**config.mk**
```make
export PLATFORM = sky130hd
export DESIGN_NAME = htif_host_responder
export DESIGN_NICKNAME = d
export VERILOG_FILES = /design/src/rtl/htif_pkg.sv /design/src/rtl/htif_ack_timer.sv /design/src/rtl/htif_host_responder.sv
export SDC_FILE = /design/constraint.sdc
export NUM_CORES = 1
export LEC_CHECK = 0
export CAP_MARGIN = 25
export CORE_ASPECT_RATIO = 0.5
export CORE_MARGIN = 2
export CORE_UTILIZATION = 49
export DETAILED_ROUTE_END_ITERATION = 8
export PLACE_DENSITY = 0.88
export SLEW_MARGIN = 20
export SYNTH_ARGS = -nofsm -noshare
export SYNTH_HDL_FRONTEND = slang
export SYNTH_HIERARCHICAL = 1
export SYNTH_SLANG_ARGS = --single-unit
```
**constraint.sdc**
```tcl
create_clock -name clock -period 3.68 [get_ports clock]
set_input_delay 0.736 -clock clock [delete_from_list [all_inputs] [get_ports clock]]
set_output_delay 0.736 -clock clock [all_outputs]
set_load 0.03 [all_outputs]
```
**src/rtl/htif_pkg.sv**
```systemverilog
// Shared definitions for the HTIF host responder: mailbox field codes,
// FSM state encoding, the decoded tohost word layout and the ack builder.
package htif_pkg;

    localparam logic [7:0] DEV_SYS     = 8'd0;
    localparam logic [7:0] DEV_CONSOLE = 8'd1;
    localparam logic [7:0] CMD_EXIT    = 8'd0;
    localparam logic [7:0] CMD_PUTCHAR = 8'd1;

    // Fixed encodings so older netlists and probes keep their state values.
    localparam logic [2:0] S_IDLE    = 3'd0;
    localparam logic [2:0] S_DECODE  = 3'd1;
    localparam logic [2:0] S_CONSOLE = 3'd2;
    localparam logic [2:0] S_ACK     = 3'd3;
    localparam logic [2:0] S_CLEAR   = 3'd4;

    typedef enum logic [2:0] {
        ST_IDLE    = S_IDLE,
        ST_DECODE  = S_DECODE,
        ST_CONSOLE = S_CONSOLE,
        ST_ACK     = S_ACK,
        ST_CLEAR   = S_CLEAR
    } htif_state_e;

    typedef struct packed {
        logic [7:0]  dev;
        logic [7:0]  cmd;
        logic [47:0] payload;
    } htif_cmd_t;

    function automatic logic [63:0] make_ack(input logic [7:0] dev, input logic [7:0] cmd);
        return {dev, cmd, 48'h0};
    endfunction

endpackage

```
**src/rtl/htif_ack_timer.sv**
```systemverilog
// Ack timeout strobe: a down-counter loaded with ACK_TIMEOUT-1 when the ack
// phase starts, firing while running with the count at zero.
// ACK_TIMEOUT == 0 removes the counter entirely and never fires.
module htif_ack_timer #(
    parameter int unsigned ACK_TIMEOUT = 1024
) (
    input  logic clock,
    input  logic reset,
    input  logic load_i,
    input  logic run_i,
    output logic expire_o
);

    localparam int unsigned CNT_W = (ACK_TIMEOUT > 1) ? $clog2(ACK_TIMEOUT) : 1;

    if (ACK_TIMEOUT == 0) begin : g_bypass
        logic unused_timer;
        assign unused_timer = &{1'b0, clock, reset, load_i, run_i};
        assign expire_o     = 1'b0;
    end else begin : g_count
        localparam logic [CNT_W-1:0] LOAD_VAL = CNT_W'(ACK_TIMEOUT - 1);

        logic [CNT_W-1:0] cnt_q;
        logic [CNT_W-1:0] cnt_d;

        // Next count: reload on ack entry, otherwise count down toward zero.
        always_comb begin
            cnt_d = cnt_q;
            if (load_i) begin
                cnt_d = LOAD_VAL;
            end else if (run_i && (cnt_q != '0)) begin
                cnt_d = cnt_q - 1'b1;
            end
        end

        // Counter register.
        always_ff @(posedge clock) begin
            if (!reset) begin
                cnt_q <= '0;
            end else begin
                cnt_q <= cnt_d;
            end
        end

        assign expire_o = run_i && (cnt_q == '0);
    end

endmodule

```
**src/rtl/htif_host_responder.sv**
```systemverilog
// Host side of the tohost/fromhost HTIF mailbox. Decodes tohost writes,
// serves console putchar and exit, acks putchar through fromhost and asks
// for tohost to be cleared after every command. exit_valid and error are
// sticky until reset. Only a 64-bit mailbox word is supported.
// Optional build macro HTIF_STATS_EN adds cmd_count, putchar_count and
// ack_stall_max statistics outputs.
//
// state   | meaning
// IDLE    | waiting for a tohost write (unless halted by exit)
// DECODE  | one cycle to classify the latched command
// CONSOLE | presenting the character until the sink takes it
// ACK     | presenting the fromhost ack until taken or timed out
// CLEAR   | one-cycle request to zero tohost
module htif_host_responder
    import htif_pkg::*;
#(
    parameter int unsigned ACK_TIMEOUT = 1024,
    parameter int unsigned TOHOST_W    = 64
) (
    input  logic                clock,
    input  logic                reset,
    input  logic                tohost_wr_valid,
    input  logic [TOHOST_W-1:0] tohost_wr_data,
    output logic                tohost_wr_ready,
    output logic                tohost_clear,
    output logic                console_valid,
    output logic [7:0]          console_char,
    input  logic                console_ready,
    output logic                fromhost_valid,
    output logic [TOHOST_W-1:0] fromhost_data,
    input  logic                fromhost_ready,
    output logic                exit_valid,
    output logic [46:0]         exit_code,
    output logic                error,
`ifdef HTIF_STATS_EN
    output logic [31:0]         cmd_count,
    output logic [31:0]         putchar_count,
    output logic [15:0]         ack_stall_max,
`endif
    output logic                busy
);

    htif_state_e state_q, state_d;
    htif_cmd_t   cmd_q, cmd_d;
    logic        exit_valid_q, exit_valid_d;
    logic [46:0] exit_code_q, exit_code_d;
    logic        error_q, error_d;

    logic accept;
    logic console_hs;
    logic ack_timeout;

    // Ready is also held low while reset is asserted so every output reads 0.
    assign tohost_wr_ready = reset && (state_q == ST_IDLE) && !exit_valid_q;
    assign accept          = tohost_wr_valid && tohost_wr_ready;
    assign console_hs      = (state_q == ST_CONSOLE) && console_ready;

    htif_ack_timer #(
        .ACK_TIMEOUT (ACK_TIMEOUT)
    ) u_ack_timer (
        .clock    (clock),
        .reset    (reset),
        .load_i   (console_hs),
        .run_i    (state_q == ST_ACK),
        .expire_o (ack_timeout)
    );

    // Command sequencing and sticky status updates.
    always_comb begin
        state_d      = state_q;
        cmd_d        = cmd_q;
        exit_valid_d = exit_valid_q;
        exit_code_d  = exit_code_q;
        error_d      = error_q;
        case (state_q)
            ST_IDLE: begin
                if (accept) begin
                    cmd_d   = htif_cmd_t'(tohost_wr_data);
                    state_d = ST_DECODE;
                end
            end
            ST_DECODE: begin
                if ((cmd_q.dev == DEV_SYS) && (cmd_q.cmd == CMD_EXIT) && cmd_q.payload[0]) begin
                    exit_valid_d = 1'b1;
                    exit_code_d  = cmd_q.payload[47:1];
                    state_d      = ST_CLEAR;
                end else if ((cmd_q.dev == DEV_CONSOLE) && (cmd_q.cmd == CMD_PUTCHAR)) begin
                    state_d = ST_CONSOLE;
                end else begin
                    // Includes tohost==0 and syscall pointers, which this host does not serve.
                    error_d = 1'b1;
                    state_d = ST_CLEAR;
                end
            end
            ST_CONSOLE: begin
                if (console_ready) begin
                    state_d = ST_ACK;
                end
            end
            ST_ACK: begin
                // An ack taken on the expiry cycle still counts as delivered.
                if (fromhost_ready) begin
                    state_d = ST_CLEAR;
                end else if (ack_timeout) begin
                    error_d = 1'b1;
                    state_d = ST_CLEAR;
                end
            end
            ST_CLEAR: begin
                state_d = ST_IDLE;
            end
            default: begin
                state_d = ST_IDLE;
            end
        endcase
    end

    // State and status registers.
    always_ff @(posedge clock) begin
        if (!reset) begin
            state_q      <= ST_IDLE;
            cmd_q        <= '0;
            exit_valid_q <= 1'b0;
            exit_code_q  <= '0;
            error_q      <= 1'b0;
        end else begin
            state_q      <= state_d;
            cmd_q        <= cmd_d;
            exit_valid_q <= exit_valid_d;
            exit_code_q  <= exit_code_d;
            error_q      <= error_d;
        end
    end

    assign console_valid  = (state_q == ST_CONSOLE);
    assign console_char   = console_valid ? cmd_q.payload[7:0] : 8'h00;
    assign fromhost_valid = (state_q == ST_ACK);
    assign fromhost_data  = fromhost_valid ? make_ack(DEV_CONSOLE, CMD_PUTCHAR) : '0;
    assign tohost_clear   = (state_q == ST_CLEAR);
    assign exit_valid     = exit_valid_q;
    assign exit_code      = exit_code_q;
    assign error          = error_q;
    assign busy           = (state_q != ST_IDLE);

`ifdef HTIF_STATS_EN
    logic [31:0] cmd_count_q, cmd_count_d;
    logic [31:0] putchar_count_q, putchar_count_d;
    logic [15:0] stall_q, stall_d;
    logic [15:0] stall_max_q, stall_max_d;

    // Saturating statistics; the stall length restarts on each ack entry.
    always_comb begin
        cmd_count_d     = cmd_count_q;
        putchar_count_d = putchar_count_q;
        stall_d         = stall_q;
        if (accept && (cmd_count_q != 32'hFFFF_FFFF)) begin
            cmd_count_d = cmd_count_q + 32'd1;
        end
        if (console_hs && (putchar_count_q != 32'hFFFF_FFFF)) begin
            putchar_count_d = putchar_count_q + 32'd1;
        end
        if (console_hs) begin
            stall_d = 16'd0;
        end else if ((state_q == ST_ACK) && !fromhost_ready && (stall_q != 16'hFFFF)) begin
            stall_d = stall_q + 16'd1;
        end
        stall_max_d = (stall_d > stall_max_q) ? stall_d : stall_max_q;
    end

    // Statistics registers.
    always_ff @(posedge clock) begin
        if (!reset) begin
            cmd_count_q     <= '0;
            putchar_count_q <= '0;
            stall_q         <= '0;
            stall_max_q     <= '0;
        end else begin
            cmd_count_q     <= cmd_count_d;
            putchar_count_q <= putchar_count_d;
            stall_q         <= stall_d;
            stall_max_q     <= stall_max_d;
        end
    end

    assign cmd_count     = cmd_count_q;
    assign putchar_count = putchar_count_q;
    assign ack_stall_max = stall_max_q;
`endif

endmodule

```
# --- Word-level counts from Yosys, hierarchy flattened ---
# Index checks and enable logic that the tools add are counted.
op_classes:
  addsub: 1
  eq_ne: 13
  muxes: 16
  n_reduce_logical: 22
op_table:
  columns: ["cell", "count"]
  rows:
  - ["2-to-1 mux 57 bit", 1]
  - ["2-to-1 mux 10 bit", 2]
  - ["2-to-1 mux 3 bit", 6]
  - ["equality test 8 x 1 -> 1 bit, second input constant", 2]
  - ["zero test 8 bit", 2]
  - ["case mux 3 bit (4 select lines)", 1]
  - ["zero test 10 bit", 1]
  - ["nonzero test 10 bit", 1]
  - ["subtractor 10 x 1 -> 10 bit, second input constant", 1]
  - ["logical AND 1 bit", 9]
  - ["2-to-1 mux 8 bit", 1]
  - ["!= test 2 bit, second input constant", 4]
  - ["equality test 3 x 2 -> 1 bit, second input constant", 2]
  - ["AND reduction 5 bit", 1]
  - ["2-to-1 mux 1 bit", 4]
  - ["!= test 2 x 1 -> 1 bit, second input constant", 2]
  - ["AND reduction 2 bit", 2]
  - ["nonzero test 2 bit", 2]
  - ["equality test 3 x 1 -> 1 bit, second input constant", 1]
  - ["equality test 3 bit, second input constant", 1]
  - ["zero test 3 bit", 1]
  - ["!= test 3 x 1 -> 1 bit, second input constant", 1]
  - ["AND reduction 3 bit", 1]
  - ["nonzero test 3 bit", 1]
  - ["other kinds (2)", 2]
word_totals:
  ff_bits: 126
  out_inout_bits: 126
  word_cells: 60

# --- Logic depth before layout (Yosys ltp) ---
# Gate-level depths: netlist of the first run.
depth:
  depth_word: 6
  mapped_depth: 9
  ltp_nobuf: 9

# --- Cells and area by module ---
# Netlist of the first run, hierarchy kept.
modules_own_cells:
  columns: ["module", "instances", "cells_per_inst", "area_per_inst_um2"]
  rows:
  - ["htif_host_responder", 1, 545, 5273.8]
  - ["htif_ack_timer", 1, 59, 594.3]

# --- Worst setup path before layout of the first run ---
# No wires, ideal clock.
synth_timing:
  path_kind: "input port to output port"
  startpoint: "input port reset"
  endpoint: "output port tohost_wr_ready"
  arrival_time_ns: 1.992
  setup_slack_ns: 0.952
  stages: 3
  path_cell_list: "clkbuf_1 -> clkbuf_1 -> nor3b_1"
synth_between:
  elab_chain_cells: 2
synth_lines:
  columns: ["element", "line_no", "text"]
  rows:
  - ["start: declaration", "htif_host_responder.sv:21", "input logic reset,"]
  - ["logical AND 1 bit (2 in a row)", "htif_host_responder.sv:54", "assign tohost_wr_ready = reset && (state_q == ST_IDLE) && !exit_valid_q;"]
  - ["end: declaration", "htif_host_responder.sv:24", "output logic tohost_wr_ready,"]
# No other way between the ends.

# --- Final worst setup path of the first run ---
layout_timing:
  startpoint: "register state_q[1]"
  endpoint: "output port console_char[0]"
layout_between:
  elab_chain_cells: 2
layout_lines:
  columns: ["element", "line_no", "text"]
  rows:
  - ["start: declaration", "htif_host_responder.sv:43", "htif_state_e state_q, state_d;"]
  - ["start signal: assignment", "htif_host_responder.sv:127", "state_q <= state_d;"]
  - ["equality test 3 x 2 -> 1 bit", "htif_host_responder.sv:135", "assign console_valid = (state_q == ST_CONSOLE);"]
  - ["2-to-1 mux 8 bit", "htif_host_responder.sv:136", "assign console_char = console_valid ? cmd_q.payload[7:0] : 8'h00;"]
  - ["end: declaration", "htif_host_responder.sv:27", "output logic [7:0] console_char,"]
# No other way between the ends.

==> results of run 1 <==
## routing by layer
metal / part of all wire / vias up / track usage
li1: - / 2190 / -
met1: 0.42 / 2226 / 0.256
met2: 0.50 / 191 / 0.394
met3: 0.051 / 36 / 0.0511
met4: 0.027 / 0 / 0.128
met5: 0 / - / 0
## registers in the layout (all words and copies together) (netlist names)
name	cells
cmd_q	64
error	1
exit_code	47
exit_valid	1
state_q	3
u_ack_timer/g_count.cnt_q	10
## cells by family after synthesis
family | Yosys count | synth area share
simple gates | 174 | 0.187
flops | 126 | 0.430
compound gates | 120 | 0.136
buf+inv | 114 | 0.128
mux | 65 | 0.111
xor+xnor | 3 | 0.00448
fa+ha+maj | 1 | 0.00213
other cells | 1 | 0.000639
## cell type report
type / count / area share
inverters: 3 / 0.00148
repair buffers: 141 / 0.189
multi-input cells: 425 / 0.373
clock inverters: 7 / 0.0145
flip-flops and latches: 126 / 0.332
clock buffers: 25 / 0.0626
well taps: 165 / 0.0272
## per-stage QoR
stage	power, mW	util
6_report	3.60	0.647
5_1_grt	3.71	0.647
4_1_cts	3.59	0.642
3_5_place_dp	1.93	0.592
3_3_place_gp	1.92	0.592
2_1_floorplan	1.85	-
## power groups by stage
stage                     clock network, mW  logic (mW)  registers, mW
after floorplan                           0       0.385           1.46
after global placement                    0       0.453           1.47
after detailed placement                  0       0.458           1.47
after CTS                              1.68       0.463           1.44
after global routing                   1.75       0.513           1.45
final                                  1.67       0.487           1.45
## critical path: cells and delay by family (launching register included)
family        cells  cell delay (ps)
simple gates      3              720
flops             1              440
buf+inv           2              890
## worst max path at each step
stage                            to  slack (ps)  cells after the start  startpoint
floorplan           tohost_wr_ready         950                      3       reset
CTS                 console_char[0]         520                      5  state_q[1]
global route        console_char[7]         340                      5  state_q[1]
finish              console_char[0]         490                      5  state_q[1]
detailed placement  console_char[0]         950                      5  state_q[1]
global placement    console_char[7]        1040                      5  state_q[1]
## cells in the final DEF, fill, tap and decap left out, types with 2 or more instances in the layout
master	netlist	routed
buf_16	0	2
a21boi_0	5	5
o21a_1	5	5
nand2b_1	3	3
a31oi_1	2	2
mux2i_1	65	65
nand3b_1	2	2
nand3_1	50	49
nand4b_1	2	2
nand4_1	2	2
nor3_1	3	3
o21ai_0	19	19
a21oi_1	3	3
nor2_1	4	4
clkbuf_8	0	2
nor2b_1	68	68
nand2_1	4	4
conb_1	1	62
clkbuf_16	0	17
bufinv_16	0	3
nor3_2	2	2
nor3b_1	3	3
nor4_4	2	2
clkdlybuf4s50_1	0	131
nor4_1	2	2
o21ai_1	30	30
inv_1	3	3
o31a_1	4	4
buf_4	74	6
a21boi_1	47	47
and2_1	12	12
dfxtp_1	126	126
xnor2_1	3	3
clkbuf_1	22	6
clkinv_2	0	4
==> out/metrics.cfg, run 1 <==
[synth]
synth_area_leader_cell = dfxtp_1
synth_top_area_frac = 0.430
synth-seq-cells = 126
synthArstFlopShare = 0
yosysWarnings = 6
yosys.cell_count.top_type = dfxtp_1
synth_edf_count = 0
synth_area_sq_mm = 0.00587
seq_area_frac_synth = 0.430
ys_types = 52
yosys-top-cells-count = 126 x dfxtp_1, 74 x buf_4, 68 x nor2b_1, 65 x mux2i_1, 50 x nand3_1
synthFlopType = dfxtp_1
ys_top_cells_by_area = dfxtp_1 43%, mux2i_1 11%, buf_4 9.5%, nor2b_1 7.2%, a21boi_1 6.0%
avgSynthCellArea_sq_um = 9.72
syn_inst = 604

[critical_path]
worstPathCellList = nor2b_1, nor2b_1, buf_4, and2_1, clkdlybuf4s50_1
cp.required_ps = 2940
crit_arrival_ps = 2460
r2r_start = state_q[1]
path_max_fanout = 9
crit_slowest_cell = clkdlybuf4s50_1
cpMostUsedCell = nor2b_1
crit_path_end_kind = output port
critPathKind = reg -> out
setup.worst_path.start_class = flip-flop
slowest_delay_ps = 670
regToRegSetupSlack_ps = 1160
reg2reg_depth = 6
r2r-end = u_ack_timer/g_count.cnt_q[5]

[grt]
grt.total_usage = 0.223
grt_max_degree = 128
grt_pass1_wl_um = 22700
grt_overflow = 0
grt_pass1_vias = 4603
antenna_found_initial = 0

[timing]
slew_headroom = 0.304
whs_ps = 466
fin_setup_tns_ps = 0
fmax_mhz = 313
rsz0062_at_grt = false
fin_ws_ps = 486
min_period_over_period = 0.868
worst_pin_slew_ps = 1040
finalSetupViolCount = 0
period_needed_ps = 3190
finalMaxSlewViolations = 0
hold_viol_final = 0
fin_skew_ps = 8.13

[drt]
vias_per_cell = 5.21
drt_iter0_drc = 284
totalWireLength_um = 14800
final_antenna_net_count = 0
dr.pass1.iters = 5
num_vias = 4643
drc = 0
routedWlPerCell_um = 16.6

[pwr]
intPower_mw = 2.69
p_per_area_mw_per_mm2 = 474
power.share.sequential = 0.402
p_comb_frac = 0.135
clock_power_share = 0.463
swShare = 0.251
p_leak_nw = 3.11
irDropWorstVdd_v = 0.000346
p_sw_uw = 905

[clock_tree]
ctsHoldBuffers = 0
clkSinkCount = 126
clk_latency_ps = 410
post_cts_resized = 0
cts_tree = built
clockBufferDepth = 2
post_cts_buffers = 0
cts-root-buf = clkbuf_16
numCtsBuffers = 17
htreeDepth = 4
clkTransAtPathRegs_ps = 50

[finish]
final_nets = 784
multi_input_area_sq_mm = 0.00283
design_area_sq_mm = 0.00759
antenna_cells = 0
instances_no_fill = 892
area_delta_synth_final_pct = 29.4
drive_gt1_frac = 0.0688
regArea_sq_mm = 0.00252
fillers = 884

[floorplanning]
start_util = 0.500
die_w_um = 159
die-area_sq_mm = 0.0129
die_y_um = 81.4
coreArea_sq_mm = 0.0117
num_rows = 28
ioPinCount = 195

[placed_design]
dpl.hpwl_um = 8860
place_area_sq_mm = 0.00695
io_buffers = 132
placedCellCount = 858
gp_congestion = 0.769
preCtsSetupSlack_ps = 954

[run]
max_cap_viol_count = 0

[min_path]
hold_class = reg -> reg
worstHoldEndpoint = exit_code[27]
min_path_cells = 2
min_from = cmd_q[28]

[outcome]
outcome = complete, no violations

(Power assumes the default switching activity.)
==> run 2, diff against run 1 <==
--- a/config.mk
+++ b/config.mk
@@ -5,11 +5,13 @@
 export SDC_FILE = /design/constraint.sdc
 export NUM_CORES = 1
 export LEC_CHECK = 0
+export ABC_AREA = 1
 export CAP_MARGIN = 25
 export CORE_ASPECT_RATIO = 0.5
 export CORE_MARGIN = 2
 export CORE_UTILIZATION = 49
 export DETAILED_ROUTE_END_ITERATION = 8
+export GPL_TIMING_DRIVEN = 1
 export PLACE_DENSITY = 0.88
 export SLEW_MARGIN = 20
 export SYNTH_ARGS = -nofsm -noshare
==> out/metrics.cfg, run 2 <==
[outcome]
outcome = complete, no violations

[floorplanning]
die_w_um = 157
coreArea_sq_mm = 0.0112
die-area_sq_mm = 0.0126
die_y_um = 80.4
ioPinCount = 195
start_util = 0.512
num_rows = 27

[timing]
period_needed_ps = 3010
finalMaxSlewViolations = 0
rsz0062_at_grt = false
hold_viol_final = 0
worst_pin_slew_ps = 901
whs_ps = 457
slew_headroom = 0.398
min_period_over_period = 0.818
fin_skew_ps = 5.03
finalSetupViolCount = 0
fin_setup_tns_ps = 0
fmax_mhz = 332

[critical_path]
r2r_start = state_q[1]
path_max_fanout = 13
critPathLaunch = state_q[1]
setup.worst_path.start_class = flip-flop
cp.required_ps = 2940
crit_path_end_kind = output port
critPathKind = reg -> out
crit_arrival_ps = 2270

[min_path]
min_from = cmd_q[10]
hold_class = reg -> reg

[clock_tree]
numCtsBuffers = 17
post_cts_resized = 0
clk_latency_ps = 410
post_cts_buffers = 0
clkSinkCount = 126
ctsHoldBuffers = 0
htreeDepth = 4
cts-root-buf = clkbuf_16
clockBufferDepth = 2
clkTransAtPathRegs_ps = 50
cts_tree = built

[pwr]
p_per_area_mw_per_mm2 = 467
power_mw = 3.43
irDropWorstVdd_v = 0.000412
p_leak_nw = 2.81

[grt]
grt.total_usage = 0.232
grt_pass1_wl_um = 22900
grt_pass1_vias = 4808
grt_max_degree = 71
grt_overflow = 0
antenna_found_initial = 0

[synth]
synth_area_leader_cell = dfxtp_1
seq_area_frac_synth = 0.441
ys_types = 31
ys_top_cells_by_area = dfxtp_1 44%, nor2_1 8.7%, buf_4 8.5%, nand2_1 6.9%, a21oi_1 6.7%
synth_area_sq_mm = 0.00573
yosysWarnings = 6
syn_inst = 745
avgSynthCellArea_sq_um = 7.69
synth_edf_count = 0
yosys-top-cells-count = 132 x nor2_1, 126 x dfxtp_1, 106 x nand2_1, 77 x a21oi_1, 65 x buf_4
synthArstFlopShare = 0
synth-seq-cells = 126
synth_top_area_frac = 0.441
yosys.cell_count.top_type = nor2_1
synthFlopType = dfxtp_1

[drt]
drt_iter0_drc = 435
totalWireLength_um = 14400
drc = 0
routedWlPerCell_um = 14.0
vias_per_cell = 5.05
dr.pass1.iters = 5
num_vias = 5190
final_antenna_net_count = 0

[finish]
antenna_cells = 0
fin_util = 0.658
final_nets = 926
design_area_sq_mm = 0.00735
layout_common_cells = 132 x nor2_1, 130 x clkdlybuf4s50_1, 126 x dfxtp_1, 106 x nand2_1, 77 x a21oi_1
top_register = cmd_q
layout_commonest_cell = nor2_1
drive_gt1_frac = 0.0978
largest_register_ffs = 64
fillers = 906
area_delta_synth_final_pct = 28.5

[run]
max_cap_viol_count = 0

[placed_design]
gp_congestion = 0.839
place_area_sq_mm = 0.00678
dpl.hpwl_um = 9230
io_buffers = 132

==> run 2: cell count changes after synthesis, sizes merged, moves of 52 or more <==
cell    delta
nor2b     -68
a21boi    -52
mux2i     -65
nand2    +107
nor2     +132
a21oi     +74
==> run 2: critical path, cell delays in order (launching register included) <==
cell and delay (ps):
dfxtp_1 440, inv_2 90, nor2_1 130, nand2_1 290, nor2_1 200, clkdlybuf4s50_1 710
==> run 2: path summary, 6_finish.rpt <==
| check | end | slack, ps | cells after the start |
|---|---|---|---|
| min | cmd_q[10] | 460 | 2 |
| max | console_char[5] | 670 | 5 |
| min reg2reg | cmd_q[10] | 460 | 2 |
| max reg2reg | u_ack_timer/g_count.cnt_q[3] | 1390 | 8 |
==> run 2: power breakdown <==
part           switching [mW]  internal, mW
Combinational           0.268         0.138
Clock                   0.582          1.01
Sequential             0.0261          1.41
==> run 2: cell type report <==
cell class,instances,area (sq um),area share
multi-input combinational,537,2560,0.349
sequential,126,2520,0.343
timing repair buffer,139,1390,0.188
clock buffer,24,462,0.0628
tap,159,199,0.0271
inverter,35,131,0.0179
clock inverter,8,90.1,0.0122
==> run 2: metal layers <==
metal  part of all wire  vias up  GRT usage
li1                   -     2524          -
met4              0.021        0      0.100
met5                  0        -          0
met1               0.41     2436      0.263
met3              0.060       31     0.0550
met2               0.51      199      0.422
==> run 2: cell families (layout without fill, tap and decap cells) <==
family	Yosys count	in the layout	share of synthesized area
other	1	62	0.000655
adders and majority gates	1	1	0.00218
AOI/OAI and AO/OA	127	127	0.111
buffers and inverters	143	206	0.153
DFF	126	126	0.441
and+or+nand+nor	347	347	0.293
==> run 2: through the flow <==
| step | std cells | setup slack (ps) |
|---|---|---|
| 4_1_cts | 1027 | 653 |
| 3_3_place_gp | 995 | 921 |
| 2_1_floorplan | 806 | 714 |
| 3_5_place_dp | 995 | 801 |
| 6_report | 1028 | 670 |
| 5_1_grt | 1028 | 491 |
